## src/rtl/axi4lite_to_wb_bridge.sv

```systemverilog
// AXI4-Lite slave to Wishbone classic master bridge: one buffered AW, W and AR beat, one WB cycle at a time.
// Optional Wishbone stall abort (DECERR response) is enabled by defining AXI_WB_TIMEOUT_EN.
`timescale 1ns/1ps
module axi4lite_to_wb_bridge #(
    parameter int DW      = 32,
    parameter int AW      = 32,
    parameter int TIMEOUT = 1024
) (
    input  logic            wb_clk_i,
    input  logic            wb_rst_i,
    input  logic [AW-1:0]   s_axi_awaddr,
    input  logic [2:0]      s_axi_awprot,
    input  logic            s_axi_awvalid,
    output logic            s_axi_awready,
    input  logic [DW-1:0]   s_axi_wdata,
    input  logic [DW/8-1:0] s_axi_wstrb,
    input  logic            s_axi_wvalid,
    output logic            s_axi_wready,
    output logic [1:0]      s_axi_bresp,
    output logic            s_axi_bvalid,
    input  logic            s_axi_bready,
    input  logic [AW-1:0]   s_axi_araddr,
    input  logic [2:0]      s_axi_arprot,
    input  logic            s_axi_arvalid,
    output logic            s_axi_arready,
    output logic [DW-1:0]   s_axi_rdata,
    output logic [1:0]      s_axi_rresp,
    output logic            s_axi_rvalid,
    input  logic            s_axi_rready,
    output logic [AW-1:0]   wb_adr_o,
    output logic [DW-1:0]   wb_dat_o,
    output logic [DW/8-1:0] wb_sel_o,
    output logic            wb_we_o,
    output logic            wb_cyc_o,
    output logic            wb_stb_o,
    output logic [2:0]      wb_cti_o,
    output logic [1:0]      wb_bte_o,
    input  logic [DW-1:0]   wb_dat_i,
    input  logic            wb_ack_i,
    input  logic            wb_err_i,
    input  logic            wb_rty_i
);
    localparam int SW = DW / 8;

    typedef enum logic [2:0] {IDLE, WB_WR, WB_RD, BRESP, RRESP} state_t;
    state_t r_state, w_state_next;

    logic          r_aw_full, r_w_full, r_ar_full;
    logic          r_awready, r_wready, r_arready;
    logic [AW-1:0] r_awaddr, r_araddr;
    logic [DW-1:0] r_wdata;
    logic [SW-1:0] r_wstrb;
    logic          r_last_wr, w_last_wr_next;
    logic          r_cyc_stb, w_cyc_stb_next;
    logic          r_we, w_we_next;
    logic [AW-1:0] r_adr, w_adr_next;
    logic [DW-1:0] r_dat, w_dat_next;
    logic [SW-1:0] r_sel, w_sel_next;
    logic          r_bvalid, w_bvalid_next;
    logic [1:0]    r_bresp, w_bresp_next;
    logic          r_rvalid, w_rvalid_next;
    logic [1:0]    r_rresp, w_rresp_next;
    logic [DW-1:0] r_rdata, w_rdata_next;
    logic          w_clr_wr, w_clr_rd;
    logic          w_aw_hs, w_w_hs, w_ar_hs;
    logic          w_aw_full_next, w_w_full_next, w_ar_full_next;
    logic          w_term, w_fail, w_tmo;
    logic          w_unused_ok;

    assign w_aw_hs = s_axi_awvalid & r_awready;
    assign w_w_hs  = s_axi_wvalid & r_wready;
    assign w_ar_hs = s_axi_arvalid & r_arready;

    // A buffer can only be cleared in a response state, where its ready is low, so set and clear never collide.
    assign w_aw_full_next = w_clr_wr ? 1'b0 : (r_aw_full | w_aw_hs);
    assign w_w_full_next  = w_clr_wr ? 1'b0 : (r_w_full | w_w_hs);
    assign w_ar_full_next = w_clr_rd ? 1'b0 : (r_ar_full | w_ar_hs);

    assign w_term = r_cyc_stb & (wb_ack_i | wb_err_i | wb_rty_i);
    assign w_fail = wb_err_i | wb_rty_i;

`ifdef AXI_WB_TIMEOUT_EN
    logic [15:0] r_tmo_cnt;

    always_ff @(posedge wb_clk_i) begin
        if (!wb_rst_i || !r_cyc_stb) begin
            r_tmo_cnt <= '0;
        end else begin
            r_tmo_cnt <= r_tmo_cnt + 16'd1;
        end
    end

    assign w_tmo = r_cyc_stb & (r_tmo_cnt == 16'(TIMEOUT - 1));
`else
    assign w_tmo = 1'b0;
`endif

    assign w_unused_ok = ^{s_axi_awprot, s_axi_arprot, 16'(TIMEOUT)};

    always_comb begin
        w_state_next   = r_state;
        w_last_wr_next = r_last_wr;
        w_cyc_stb_next = r_cyc_stb;
        w_we_next      = r_we;
        w_adr_next     = r_adr;
        w_dat_next     = r_dat;
        w_sel_next     = r_sel;
        w_bvalid_next  = r_bvalid;
        w_bresp_next   = r_bresp;
        w_rvalid_next  = r_rvalid;
        w_rresp_next   = r_rresp;
        w_rdata_next   = r_rdata;
        w_clr_wr       = 1'b0;
        w_clr_rd       = 1'b0;
        case (r_state)
            IDLE: begin
                // On a tie the type that did not go last wins.
                if (r_ar_full && (!(r_aw_full && r_w_full) || r_last_wr)) begin
                    w_state_next   = WB_RD;
                    w_cyc_stb_next = 1'b1;
                    w_we_next      = 1'b0;
                    w_adr_next     = r_araddr;
                    w_sel_next     = '1;
                end else if (r_aw_full && r_w_full) begin
                    w_state_next   = WB_WR;
                    w_cyc_stb_next = 1'b1;
                    w_we_next      = 1'b1;
                    w_adr_next     = r_awaddr;
                    w_dat_next     = r_wdata;
                    w_sel_next     = r_wstrb;
                end
            end
            WB_WR: begin
                if (w_term || w_tmo) begin
                    w_state_next   = BRESP;
                    w_cyc_stb_next = 1'b0;
                    w_we_next      = 1'b0;
                    w_bvalid_next  = 1'b1;
                    w_bresp_next   = w_term ? (w_fail ? 2'b10 : 2'b00) : 2'b11;
                end
            end
            WB_RD: begin
                if (w_term || w_tmo) begin
                    w_state_next   = RRESP;
                    w_cyc_stb_next = 1'b0;
                    w_rvalid_next  = 1'b1;
                    w_rresp_next   = w_term ? (w_fail ? 2'b10 : 2'b00) : 2'b11;
                    w_rdata_next   = (w_term && !w_fail) ? wb_dat_i : '0;
                end
            end
            BRESP: begin
                if (s_axi_bready) begin
                    w_state_next   = IDLE;
                    w_bvalid_next  = 1'b0;
                    w_clr_wr       = 1'b1;
                    w_last_wr_next = 1'b1;
                end
            end
            RRESP: begin
                if (s_axi_rready) begin
                    w_state_next   = IDLE;
                    w_rvalid_next  = 1'b0;
                    w_clr_rd       = 1'b1;
                    w_last_wr_next = 1'b0;
                end
            end
            default: w_state_next = IDLE;
        endcase
    end

    always_ff @(posedge wb_clk_i) begin
        if (!wb_rst_i) begin
            r_state   <= IDLE;
            r_aw_full <= 1'b0;
            r_w_full  <= 1'b0;
            r_ar_full <= 1'b0;
            r_awready <= 1'b0;
            r_wready  <= 1'b0;
            r_arready <= 1'b0;
            r_last_wr <= 1'b1;
            r_cyc_stb <= 1'b0;
            r_we      <= 1'b0;
            r_adr     <= '0;
            r_dat     <= '0;
            r_sel     <= '0;
            r_bvalid  <= 1'b0;
            r_bresp   <= 2'b00;
            r_rvalid  <= 1'b0;
            r_rresp   <= 2'b00;
            r_rdata   <= '0;
        end else begin
            r_state   <= w_state_next;
            r_aw_full <= w_aw_full_next;
            r_w_full  <= w_w_full_next;
            r_ar_full <= w_ar_full_next;
            r_awready <= ~w_aw_full_next;
            r_wready  <= ~w_w_full_next;
            r_arready <= ~w_ar_full_next;
            r_last_wr <= w_last_wr_next;
            r_cyc_stb <= w_cyc_stb_next;
            r_we      <= w_we_next;
            r_adr     <= w_adr_next;
            r_dat     <= w_dat_next;
            r_sel     <= w_sel_next;
            r_bvalid  <= w_bvalid_next;
            r_bresp   <= w_bresp_next;
            r_rvalid  <= w_rvalid_next;
            r_rresp   <= w_rresp_next;
            r_rdata   <= w_rdata_next;
        end
    end

    // Payload registers need no reset: they are only observed once the matching full flag is set.
    always_ff @(posedge wb_clk_i) begin
        if (w_aw_hs) r_awaddr <= s_axi_awaddr;
        if (w_ar_hs) r_araddr <= s_axi_araddr;
        if (w_w_hs) begin
            r_wdata <= s_axi_wdata;
            r_wstrb <= s_axi_wstrb;
        end
    end

    assign s_axi_awready = r_awready;
    assign s_axi_wready  = r_wready;
    assign s_axi_arready = r_arready;
    assign s_axi_bvalid  = r_bvalid;
    assign s_axi_bresp   = r_bresp;
    assign s_axi_rvalid  = r_rvalid;
    assign s_axi_rresp   = r_rresp;
    assign s_axi_rdata   = r_rdata;
    assign wb_adr_o      = r_adr;
    assign wb_dat_o      = r_dat;
    assign wb_sel_o      = r_sel;
    assign wb_we_o       = r_we;
    assign wb_cyc_o      = r_cyc_stb;
    assign wb_stb_o      = r_cyc_stb;
    assign wb_cti_o      = 3'b000;
    assign wb_bte_o      = 2'b00;
endmodule

```

## config.mk

```make
export PLATFORM = sky130hd
export DESIGN_NAME = axi4lite_to_wb_bridge
export DESIGN_NICKNAME = d
export VERILOG_FILES = /design/src/rtl/axi4lite_to_wb_bridge.sv
export SDC_FILE = /design/constraint.sdc
export NUM_CORES = 1
export LEC_CHECK = 0
export ABC_AREA = 1
export BUFFER_PORTS_ARGS = -buffer_cell sky130_fd_sc_hd__buf_4
export CAP_MARGIN = 15
export CORE_AREA = 2 2 123 125
export DETAILED_ROUTE_END_ITERATION = 8
export DIE_AREA = 0 0 125 127
export GPL_TIMING_DRIVEN = 0
export PLACE_DENSITY = 0.83
export SLEW_MARGIN = 20
export SYNTH_ARGS = -nofsm -noshare
export SYNTH_HDL_FRONTEND = slang
export SYNTH_SLANG_ARGS = --single-unit
```

## constraint.sdc

```tcl
create_clock -name wb_clk_i -period 3.9 [get_ports wb_clk_i]
set_clock_uncertainty 0.2 [all_clocks]
set_input_delay 0.78 -clock wb_clk_i [delete_from_list [all_inputs] [get_ports wb_clk_i]]
set_output_delay 0.78 -clock wb_clk_i [all_outputs]
set_load 0.005 [all_outputs]
```

==> results_dict.tcl <==
set metrics [dict create \
    cts_hold_buf 0 \
    setup_tns_ns 0 \
    fin_crit_sh 0.546 \
    synth_area_mm2 0.00761 \
    ctsLongestPathBuffers 3 \
    p_leak_nw 4.65 \
    grt_use_total 0.235 \
    drt_iter0_drc 389 \
    r2r_cells 8 \
    antenna_found_initial 0 \
    slew_headroom 0.489 \
    ys.flop_type "dfxtp_1" \
    timing.rr.end "wb_dat_o[7]" \
    drive_gt1_frac 0.314 \
    regToRegStartpoint "r_state[1]" \
    final-max-slew-violation-count 0 \
    grt_busiest_layer "met2" \
    arrival_ns 1.15 \
    clk_pin_slew_ns 0.06 \
    postCtsSetupRepairBufs 0 \
    cts_root_buf "clkbuf_16" \
    power_density_mw_per_mm2 535 \
    syn_to_final_growth_pct 37.8 \
    holdPathStages 2 \
    synth_cell_types 24 \
    grt_pass1_wl_mm 29.9 \
    reg2reg_slack_ns 1.97 \
    worst_ep_required_time_ns 2.92 \
    routedWlPerCell_um 16.0 \
    start_kind "flip-flop" \
    grt-ovfl-total 0 \
    yosys-top-cells-area "edfxtp_1, dfxtp_1, nand2_1, nor2_1, o211ai_1" \
    yosysWarnings 0 \
    grtUsageMet1 0.285 \
    hp-class "reg -> reg" \
    synth_edf_count 100 \
    finalSetupViolations 0 \
    tritoncts "built" \
    ys_seq_elements 216 \
    min_to "wb_sel_o[2]" \
    rsz0062_at_grt "no" \
    vdd_drop_max_mv 0.422 \
    hold_viol_final 0 \
    drt_pass1_iterations 5 \
    portBuffers 251 \
    synth_top_area_frac 0.394 \
    num_vias 6035 \
    status "finished clean" \
    postRouteAntennaNets 0 \
    vias_per_cell 5.01 \
    clk_latency_ns 0.49 \
    worst-path-max-fanout 5 \
    drcViolationCount 0 \
    postRouteWirelength_mm 19.2 \
    die_h_um 127 \
    core_mm2 0.0144 \
    period_minus_slack_ns 2.13 \
    rows 44 \
    async_flop_share 0 \
    place_ws_ns 1.44 \
    dieArea_mm2 0.0159 \
    synth_area_per_cell_um2 10.5 \
    yosysSeqAreaShare 0.700 \
    path_class "reg -> out" \
    end_kind "primary output" \
    use_met2 0.401 \
    htree_levels 1 \
    nets 1153 \
    fin_ws_ns 1.77 \
    io_pins 265 \
    numCtsBuffers 23 \
    cts_resized 0 \
    die_w_um 125 \
    syn_inst 723 \
    worst_slew_pin_slew_ns 0.766 \
    hpwl_mm 13.7 \
    diodes 0 \
    first_global_vias 5884 \
    met3_usage 0.0678 \
    synth_top_area_cell "edfxtp_1" \
    worstHoldStart "r_wstrb[2]" \
    fmax_mhz 469 \
    start_util 0.528 \
    clkSinkCount 216 \
    maxCapViolations 0 \
    place.gp.congestion 0.845 \
    grt_max_degree 38 \
]
-- cells in the mapped netlist (2+ instances only) --
cell type and n:
buf_2 14, inv_1 50, clkbuf_1 19, a21oi_1 40, nand3_1 38, nand2_1 158
nor2_1 92, buf_4 9, o21ai_1 25, edfxtp_1 100, o21ai_0 16, o211ai_1 32
buf_6 3, or2_2 2, dfxtp_1 116
-- metal layers --
| layer | routed length (µm) | share of wire |
|---|---|---|
| met4 | 779 | 0.041 |
| met3 | 1570 | 0.082 |
| met1 | 7450 | 0.39 |
| met2 | 9430 | 0.49 |
| met5 | 0 | 0 |
-- layout make-up --
| type | instances | area [µm²] |
|---|---|---|
| Tap cell | 184 | 230 |
| Buffer | 46 | 246 |
| Multi-Input combinational cell | 416 | 1870 |
| Timing Repair Buffer | 251 | 1880 |
| Clock buffer | 29 | 651 |
| Clock inverter | 12 | 86.3 |
| Sequential cell | 216 | 5330 |
| Fill cell | 1035 | 3940 |
| Inverter | 51 | 191 |
-- kinds of logic after synthesis --
logic type,share of synthesized area
flops,0.700
simple gates,0.154
buf+inv,0.0575
other cells,0.000493
compound gates,0.0888
-- flip-flops by register name (all words and copies together), names as in the netlist, 3 cells and up --
signal / flops
wb_adr_o: 32
r_araddr: 32
r_state: 3
r_wstrb: 4
r_awaddr: 32
wb_dat_o: 32
r_wdata: 32
wb_sel_o: 4
s_axi_rdata: 32
-- worst max-delay path: stages (launching register included) --
cell and delay (ns):
dfxtp_1 0.41, buf_4 0.13, buf_4 0.12
-- power breakdown --
| group | internal (mW) | switching, mW |
|---|---|---|
| Sequential | 2.58 | 0.102 |
| Combinational | 0.402 | 0.422 |
| Clock | 1.25 | 0.856 |
-- layout by cell type, fill, tap and decap left out, types with 2 or more instances in the layout --
master,Yosys,final
o211ai_1,32,32
buf_4,9,260
conb_1,1,7
o21ai_1,25,25
clkinv_1,0,3
nand2_1,158,158
edfxtp_1,100,100
buf_6,3,3
or2_2,2,2
clkbuf_16,0,25
dfxtp_1,116,116
inv_2,1,4
inv_1,50,47
o21ai_0,16,16
buf_2,14,14
clkbuf_1,19,22
nor2_1,92,92
nand3_1,38,38
clkinv_2,0,6
a21oi_1,40,40
-- worst max-delay path by stage --
stage | from | end | slack (ns)
2_1_floorplan | s_axi_wvalid | s_axi_wready | 1.72
3_3_place_gp | s_axi_wvalid | s_axi_wready | 1.33
3_5_place_dp | wb_rst_i | s_axi_rvalid | 1.44
4_1_cts | wb_cyc_o | wb_stb_o | 1.76
5_1_grt | wb_err_i | s_axi_rdata[13] | 1.69
6_report | wb_cyc_o | wb_stb_o | 1.77
-- per-stage QoR --
step / cells / total power, mW / hold slack (ns) / instance area [µm²] / util
floorplan: 729 / 3.10 / 0.233 / 7630 / -
global placement: 1164 / 3.52 / 0.240 / 9750 / 0.676
detailed placement: 1164 / 3.54 / 0.242 / 9750 / 0.676
CTS: 1205 / 5.64 / 0.245 / 10500 / 0.727
global route: 1205 / 5.84 / 0.243 / 10500 / 0.727
finish: 1205 / 5.61 / 0.256 / 10500 / 0.727
Power figures use the tool's default switching activity.
